[src/rtl/bcrypt_tx_arbiter.sv]
// Round-robin arbiter that sequences init loads and data batches from one broadcaster
// onto N_CORES bcrypt cores sharing a bus, with per-packet drain and completion accounting.
module bcrypt_tx_arbiter #(
    parameter int N_CORES = 4,
    parameter int CNT_W   = 16
) (
    input  logic               CLK,
    input  logic               rst,
    input  logic               data_ready,
    input  logic               init_ready,
    input  logic [15:0]        bcdata_pkt_id,
    input  logic               bcdata_gen_end,
    output logic               start_init_tx,
    output logic               start_data_tx,
    input  logic               init_tx_done,
    input  logic               data_tx_done,
    input  logic [N_CORES-1:0] core_ready,
    input  logic [N_CORES-1:0] core_done,
    output logic [N_CORES-1:0] core_wr_en,
    output logic               pkt_done,
    output logic [15:0]        pkt_done_id,
    output logic [CNT_W-1:0]   pkt_cand_count,
    output logic [1:0]         error
);

    localparam int IDX_W = $clog2(N_CORES);
    localparam int OUT_W = $clog2(N_CORES + 1);

    typedef enum logic [2:0] {
        IDLE,
        INIT_WAIT,
        DATA_WAIT,
        GEN_END_WAIT,
        DRAIN,
        PKT_DONE,
        ERROR
    } state_t;

    state_t             state_reg, state_next;
    logic [IDX_W-1:0]   rr_reg, rr_next;
    logic [N_CORES-1:0] busy_reg, busy_next;
    logic [N_CORES-1:0] init_done_reg, init_done_next;
    logic [OUT_W-1:0]   outstanding_reg, outstanding_next;
    logic [CNT_W-1:0]   cand_reg, cand_next;
    logic [N_CORES-1:0] wr_en_reg, wr_en_next;
    logic               start_init_reg, start_init_next;
    logic               start_data_reg, start_data_next;
    logic [15:0]        pkt_id_reg, pkt_id_next;
    logic [1:0]         error_reg, error_next;

    logic [N_CORES-1:0] init_elig;
    logic [N_CORES-1:0] data_elig;
    logic [IDX_W:0]     init_pick;
    logic [IDX_W:0]     data_pick;
    logic [OUT_W-1:0]   done_cnt;
    logic               dispatch;
    logic               tx_err;
    logic               done_err;

    genvar gi;
    generate
        for (gi = 0; gi < N_CORES; gi++) begin : g_elig
            assign init_elig[gi] = core_ready[gi] & ~busy_reg[gi] & ~init_done_reg[gi];
            assign data_elig[gi] = core_ready[gi] & ~busy_reg[gi] &  init_done_reg[gi];
        end
    endgenerate

    // Returns {found, index} of the first requester at or after ptr, wrapping.
    function automatic logic [IDX_W:0] rr_pick(input logic [N_CORES-1:0] req,
                                               input logic [IDX_W-1:0]   ptr);
        logic [IDX_W:0] res;
        int             idx;
        res = '0;
        for (int k = 0; k < N_CORES; k++) begin
            idx = (int'(ptr) + k) % N_CORES;
            if (!res[IDX_W] && req[idx]) begin
                res = {1'b1, IDX_W'(idx)};
            end
        end
        return res;
    endfunction

    assign init_pick = rr_pick(init_elig, rr_reg);
    assign data_pick = rr_pick(data_elig, rr_reg);

    always_comb begin
        done_cnt = '0;
        for (int k = 0; k < N_CORES; k++) begin
            done_cnt = done_cnt + OUT_W'(core_done[k]);
        end
    end

    assign tx_err   = (init_tx_done && (state_reg != INIT_WAIT)) ||
                      (data_tx_done && (state_reg != DATA_WAIT) && (state_reg != GEN_END_WAIT));
    assign done_err = |(core_done & ~busy_reg);

    always_comb begin
        state_next       = state_reg;
        rr_next          = rr_reg;
        busy_next        = busy_reg;
        init_done_next   = init_done_reg;
        outstanding_next = outstanding_reg;
        cand_next        = cand_reg;
        wr_en_next       = wr_en_reg;
        start_init_next  = 1'b0;
        start_data_next  = 1'b0;
        pkt_id_next      = pkt_id_reg;
        error_next       = error_reg;
        dispatch         = 1'b0;

        if (state_reg != ERROR) begin
            busy_next = busy_reg & ~core_done;
            case (state_reg)
                IDLE: begin
                    if (init_pick[IDX_W] && init_ready) begin
                        start_init_next = 1'b1;
                        wr_en_next      = N_CORES'(1) << init_pick[IDX_W-1:0];
                        rr_next         = (init_pick[IDX_W-1:0] == IDX_W'(N_CORES - 1)) ?
                                          '0 : init_pick[IDX_W-1:0] + IDX_W'(1);
                        state_next      = INIT_WAIT;
                    end else if (data_ready && bcdata_gen_end) begin
                        // gen_end dummy goes out on the bus with no core listening
                        pkt_id_next     = bcdata_pkt_id;
                        start_data_next = 1'b1;
                        wr_en_next      = '0;
                        state_next      = GEN_END_WAIT;
                    end else if (data_ready && data_pick[IDX_W]) begin
                        start_data_next = 1'b1;
                        wr_en_next      = N_CORES'(1) << data_pick[IDX_W-1:0];
                        busy_next       = busy_next | (N_CORES'(1) << data_pick[IDX_W-1:0]);
                        dispatch        = 1'b1;
                        if (cand_reg != {CNT_W{1'b1}}) begin
                            cand_next = cand_reg + CNT_W'(1);
                        end
                        rr_next         = (data_pick[IDX_W-1:0] == IDX_W'(N_CORES - 1)) ?
                                          '0 : data_pick[IDX_W-1:0] + IDX_W'(1);
                        state_next      = DATA_WAIT;
                    end
                end
                INIT_WAIT: begin
                    if (init_tx_done) begin
                        init_done_next = init_done_reg | wr_en_reg;
                        wr_en_next     = '0;
                        state_next     = IDLE;
                    end
                end
                DATA_WAIT: begin
                    if (data_tx_done) begin
                        wr_en_next = '0;
                        state_next = IDLE;
                    end
                end
                GEN_END_WAIT: begin
                    if (data_tx_done) begin
                        state_next = DRAIN;
                    end
                end
                PKT_DONE: begin
                    cand_next  = '0;
                    state_next = IDLE;
                end
                default: ;
            endcase

            outstanding_next = outstanding_reg + OUT_W'(dispatch) - done_cnt;
            if ((state_reg == DRAIN) && (outstanding_next == '0)) begin
                state_next = PKT_DONE;
            end

            if (tx_err || done_err) begin
                state_next      = ERROR;
                error_next      = error_reg | {done_err, tx_err};
                wr_en_next      = '0;
                start_init_next = 1'b0;
                start_data_next = 1'b0;
            end
        end
    end

    always_ff @(posedge CLK) begin
        if (rst) begin
            state_reg       <= IDLE;
            rr_reg          <= '0;
            busy_reg        <= '0;
            init_done_reg   <= '0;
            outstanding_reg <= '0;
            cand_reg        <= '0;
            wr_en_reg       <= '0;
            start_init_reg  <= 1'b0;
            start_data_reg  <= 1'b0;
            pkt_id_reg      <= '0;
            error_reg       <= '0;
        end else begin
            state_reg       <= state_next;
            rr_reg          <= rr_next;
            busy_reg        <= busy_next;
            init_done_reg   <= init_done_next;
            outstanding_reg <= outstanding_next;
            cand_reg        <= cand_next;
            wr_en_reg       <= wr_en_next;
            start_init_reg  <= start_init_next;
            start_data_reg  <= start_data_next;
            pkt_id_reg      <= pkt_id_next;
            error_reg       <= error_next;
        end
    end

    assign start_init_tx  = start_init_reg;
    assign start_data_tx  = start_data_reg;
    assign core_wr_en     = wr_en_reg;
    assign pkt_done       = (state_reg == PKT_DONE);
    assign pkt_done_id    = (state_reg == PKT_DONE) ? pkt_id_reg : 16'h0000;
    assign pkt_cand_count = (state_reg == PKT_DONE) ? cand_reg : '0;
    assign error          = error_reg;

endmodule

[config.mk]
export PLATFORM = sky130hd
export DESIGN_NAME = bcrypt_tx_arbiter
export DESIGN_NICKNAME = d
export VERILOG_FILES = /design/src/rtl/bcrypt_tx_arbiter.sv
export SDC_FILE = /design/constraint.sdc
export NUM_CORES = 1
export LEC_CHECK = 0
export CAP_MARGIN = 20
export CORE_ASPECT_RATIO = 0.9
export CORE_MARGIN = 8
export CORE_UTILIZATION = 35
export DETAILED_ROUTE_END_ITERATION = 16
export GPL_ROUTABILITY_DRIVEN = 0
export MAX_ROUTING_LAYER = met4
export PLACE_DENSITY_LB_ADDON = 0.12
export SLEW_MARGIN = 15
export SYNTH_ARGS = -nofsm -noshare
export SYNTH_HDL_FRONTEND = slang
export SYNTH_SLANG_ARGS = --single-unit
export TNS_END_PERCENT = 50
[constraint.sdc]
create_clock -name CLK -period 4.9 [get_ports CLK]
set_input_delay 0.735 -clock CLK [delete_from_list [all_inputs] [get_ports CLK]]
set_output_delay 0.735 -clock CLK [all_outputs]
set_load 0.01 [all_outputs]
## Word-level counts from Yosys, hierarchy flattened

Index checks and enable logic that the tools add are counted.
Widths: inputs -> output; s select.

| storage, ports and cells | value |
|---|---|
| memories kept | 0 |
| latch bits | 0 |
| output and inout port bits | 41 |
| bits in read-only memories | 0 |
| word-level logic and storage cells | 194 |
| flip-flop bits (word level) | 56 |
| memory bits (writable) | 0 |

| operators by class | value |
|---|---|
| multiplexer cells | 69 |
| reduce and logical (&&, ||, !) cells | 40 |
| shifts and indexed selects | 2 |
| $add $sub $neg | 11 |
| magnitude comparators | 4 |
| equal/unequal tests | 24 |
| multipliers | 0 |
| bitwise gates (word level) | 33 |
| divide/modulo/power cells | 0 |

Operator list:

| cell | count |
|---|---|
| $mux 16 | 6 |
| $mux 3 | 16 |
| $mux 4 | 10 |
| $pmux 16 s2 | 1 |
| $mux 1 | 21 |
| $add 16x1->16 const B | 1 |
| $bmux 1 s2 | 8 |
| $ne 16x16->1 const B | 1 |
| $pmux 3 s5 | 1 |
| $logic_and 1x1->1 | 13 |
| $and 1x1->1 | 12 |
| $lt 3x4->1 const B | 3 |
| $ne 4x4->1 const B | 3 |
| $pmux 4 s3 | 1 |
| $reduce_and 6->1 | 2 |
| $not 1->1 | 11 |
| $mux 2 | 5 |
| $ne 2x2->1 const B | 5 |
| $ne 3x3->1 const B | 3 |
| $and 4x4->4 | 2 |
| $not 4->4 | 2 |
| $or 4x4->4 | 2 |
| $reduce_and 4->1 | 2 |
| $reduce_or 4->1 | 2 |
| other kinds (29) | 50 |

## Logic depth before layout (Yosys ltp)

| logic depth | value |
|---|---|
| depth in word-level cells | 27 |
| mapped depth | 14 |

## Least setup slack after synthesis

OpenSTA, ideal clock, no wires.

| path | value |
|---|---|
| path kind | input port to flip-flop |
| start point | in core_ready[3] |
| end point | reg state_reg[0] |
| path slack | 746 ps |
| data arrival time | 4053 ps |
| stages | 14 |
| path through | nor3b_2 o41a_1 buf_2 nor4_4 buf_2 fa_1 ha_1 fa_1 xnor3_1 xnor2_1 nand2_1 a2111oi_0 o21ai_0 o41ai_1 |

| between the ends | value |
|---|---|
| word-level cells in the longest chain between the ends | 26 |

Ends and longest elaborated chain:

| element | line | text |
|---|---|---|
| from (decl) | 17 | `input logic [N_CORES-1:0] core_ready,` |
| $and 1x1->1 (*) | 63, 64 |  |
| $and 1x1->1 | 64 | `assign data_elig[gi] = core_ready[gi] & ~busy_reg[gi] & init_done_reg[gi];` |
| $bmux 1 s2 | 76 | `if (!res[IDX_W] && req[idx]) begin` |
| $mux 1 (not written as such) | 76 |  |
| $mux 3 | 76 |  |
| $logic_not 1->1 | 76 |  |
| $logic_and 1x1->1 | 76 |  |
| $mux 3 | 76 |  |
| [... 10 more ...] | - |  |
| $mux 1 | 113 | `case (state_reg)` |
| $mux 1 | 111 | `if (state_reg != ERROR) begin` |
| $add 3x1->3 | 165 | `outstanding_next = outstanding_reg + OUT_W'(dispatch) - done_cnt;` |
| $sub 3x3->3 | 165 |  |
| $logic_not 3->1 | 166 | `if ((state_reg == DRAIN) && (outstanding_next == '0)) begin` |
| $logic_and 1x1->1 | 166 |  |
| $ne 6x6->1 (no source line) (tied with other cells) | - |  |
| $reduce_and 6->1 (no source line) / $mux 3 (equally long branches) | - |  |
| to (signal assigned) | 194 | `state_reg <= state_next;` |
| to (decl) | 39 | `state_t state_reg, state_next;` |

Every way passes the cells marked *; elsewhere a longest branch is shown, timed or not. The select of a mux whose other input is x is not followed.
A chain may end at the register's enable or synchronous reset.

## Worst setup path in the final report

| path | value |
|---|---|
| start point | in core_ready[1] |
| end point | reg state_reg[0] |

The elaborated chain is that of the path after synthesis.

==> results.md <==
- Status: finished, final reports clean
- Area leader, netlist: dfxtp_1
- DR iter-0 viols: 179
- Worst skew pair latency: 0.31 ns
- R2R cell count: 11
- Max Buffers Root-to-Sink: 2
- Post-Route WL: 8.842 mm
- FFs w/ async S/R, synth: 0%
- Vias per cell: 5.038
- Site row count: 33
- Setup Fix Bufs, Post-CTS: 0
- CP bufs+invs: 1
- Most frequent cell after synthesis: dfxtp_1
- Hold Path Class: reg2reg
- Post-CTS resize count: 0
- Met3 wire length: 447 um
- Final instance count without filler cells: 598
- Leakage: 1.571 nW
- Most common library cells after synthesis: dfxtp_1, nand2_1, nor2_1
- H-tree depth: 2
- Yosys reg bits: 56
- M1 wire length: 4.647 mm
- Startpoint types: primary input
- Initial antenna violation count: 0
- WP data required: 5.11 ns
- Peak VDD IR: 0.1786 mV
- First-pass GRT wire length: 14.84 mm
- YS warnings: 0
- Register area share after synthesis: 34.47%
- Pint: 0.6520 mW
- Critical-path cell list: clkdlybuf4s50_1 > nor3b_2 > o41a_1 > nor4_4 > fa_1 > ha_1 > fa_1 > nor4_1 > nand2_1 > a2111oi_0 > o21ai_0 > o41ai_1
- Synth top area share: 34.47%
- WP data arrival: 4.41 ns
- Crit path largest cell delay: 0.48 ns
- Number of synthesized flops with an enable pin: 0
- Fin. max-slew vios: 0
- Synth area leaders: dfxtp_1, and2_1, nand2_1
- Reg2reg start: busy_reg[1]$_SDFFE_PP0N_
- RSZ-0062 raised after global routing: false
- IO buf count: 71
- Min cycle time layout: 4.200 ns
- Residual DRC: 0
- DR WL met2: 3.710 mm
- Worst hold path cell count: 2
- CTS tree: yes
- P&R area growth vs syn: 28.24%
- RR Endpoint: state_reg[0]$_SDFFE_PP0P_
- Chip width: 117.6 um
- Max-cap violation count: 0
- Mean Syn Cell Area: 7.893 um^2
- GRT overflow: 0
- Sequential group share of total power: 53.1%
- Die ar.: 12640 um^2
- Post-Synthesis Cells: 412
- Min-Delay Endpoint: pkt_id_reg[14]$_SDFFE_PP0P_
- DP HPWL: 6.609 mm
- Top metal layer carrying routed signals: met4
- Root Driver: clkbuf_8
- Share of cells above drive strength 1: 6.303%
- P_sw: 0.2545 mW
- Routed via count: 3013
- Post-Syn Area: 3252 um^2
- Relative slew slack: 56.61%
- Io pins: 72
- Clock power share: 29.1%
- Syn nets: 457
- CP Capture Type: flop
- Pwr per Cell Area: 217.4 nW/um^2
- Pre-antenna DRT Iters: 4
- Comb pwr share: 17.8%
- Final setup vio count: 0
- Crit path top cell by count: fa_1
- Critical path depth: 12
- Clock Skew: 0.003639 ns
- Largest net degree at the start of global routing: 34
- Period utilization: 85.72%
- DP Cell Count: 590
- Yosys cell types: 56
- Worst-path maximum fanout: 5
- Worst path slowest cell: fa_1
- Fmax achieved: 238.1 MHz
- Delay-heaviest family, CP: adder cells
- Endpoints failing hold: 0
- Antenna Violating Nets Remaining: 0
- Main synth FF type: dfxtp_1
- Post-CTS Hold Buffers: 0
- Setup_tns: 0 ns
- Clock Pin Slew Worst Setup and Hold Paths: 0.11 ns
- Nets: 520
- Starting density of the core: 35.80%
- Slew @ Worst Pin: 0.6508 ns
- HP Start: pkt_id_reg[14]$_SDFFE_PP0P_
- Vias in the first global route: 2887
- Antenna Cells: 0
- Height of the die: 107.4 um
- Total clock sinks: 56
- Switching Fraction: 28.08%
- Overall Global Routing Usage: 14.42%
- Worst R2R Setup Slack: 1.19 ns
- Setup CP Type: in2reg
- Core area: 9084 um^2
- CTS Buf Count: 5
- DR WL/cell: 14.79 um
metal layers:
| layer | global-route usage [%] | vias up |
|---|---|---|
| met3 | 2.937 | 4 |
| met2 | 21.52 | 71 |
| met4 | 2.466 | 0 |
| met5 | - | - |
| met1 | 19.89 | 1394 |
| li1 | - | 1544 |
cells by family after synthesis:
kind of cell               synth area share, %
and+or+nand+nor                          33.63
muxes                                    2.001
xor gates and xnor gates                 5.002
AOI/OAI and AO/OA                        14.39
DFF                                      34.47
adders and majority gates                6.079
buffers and inverters                    4.425
layout make-up:
cell class                      instances  area, um^2
Multi-Input combinational cell        319        1992
Fill cell                             920        4913
Clock inverter                          3       23.77
Sequential cell                        56        1121
Inverter                               17       63.81
Timing Repair Buffer                   76       748.2
Clock buffer                            5       68.82
Tap cell                              122       152.6
worst min-delay path, delay by kind of cell, from the launching register on:
kind / cells / cell delay, ns
DFF: 1 / 0.32
and+or+nand+nor: 1 / 0.05
AOI/OAI and AO/OA: 1 / 0.05
cell usage in the layout, fill, tap and decap left out, drive strengths merged, types with 8 or more instances in the layout:
master and n:
nand3 16, and2 33, a21oi 38, inv 17, dfxtp 56, xor2 14, nand4 10, o21ai 8
nand2 54, ha 11, nor2 44, and3 9, clkdlybuf4s50 71, nor3 8
power groups by stage:
stage | clock (mW) | sequential (mW) | combinational (mW)
floorplan | 0 | 0.488 | 0.110
global placement | 0 | 0.492 | 0.159
detailed placement | 0 | 0.492 | 0.161
CTS | 0.276 | 0.482 | 0.162
global route | 0.290 | 0.484 | 0.182
finish | 0.264 | 0.482 | 0.161
per-stage QoR:
stage | setup WS [ns] | hold WS, ns | total power [mW] | cell area, um^2 | util [%]
floorplan | 0.7457 | 0.4317 | 0.5972 | 3252 | -
global placement | 0.4787 | 0.4378 | 0.6511 | 4078 | 44.89
detailed placement | 0.3797 | 0.4430 | 0.6530 | 4078 | 44.89
CTS | 0.6988 | 0.4594 | 0.9196 | 4170 | 45.91
global route | 0.4414 | 0.4748 | 0.9554 | 4170 | 45.91
finish | 0.7000 | 0.4562 | 0.9066 | 4170 | 45.91
worst max-delay path by stage:
stage,startpoint,slack [ns],to
final,core_ready[1],0.70,state_reg[0]$_SDFFE_PP0P_
after global routing,core_ready[1],0.44,state_reg[0]$_SDFFE_PP0P_
after CTS,core_ready[1],0.70,state_reg[0]$_SDFFE_PP0P_
after detailed placement,core_ready[1],0.38,state_reg[0]$_SDFFE_PP0P_
after global placement,core_ready[1],0.48,state_reg[0]$_SDFFE_PP0P_
after floorplan,core_ready[3],0.75,state_reg[0]$_SDFFE_PP0P_
Power figures use the tool's default switching activity.
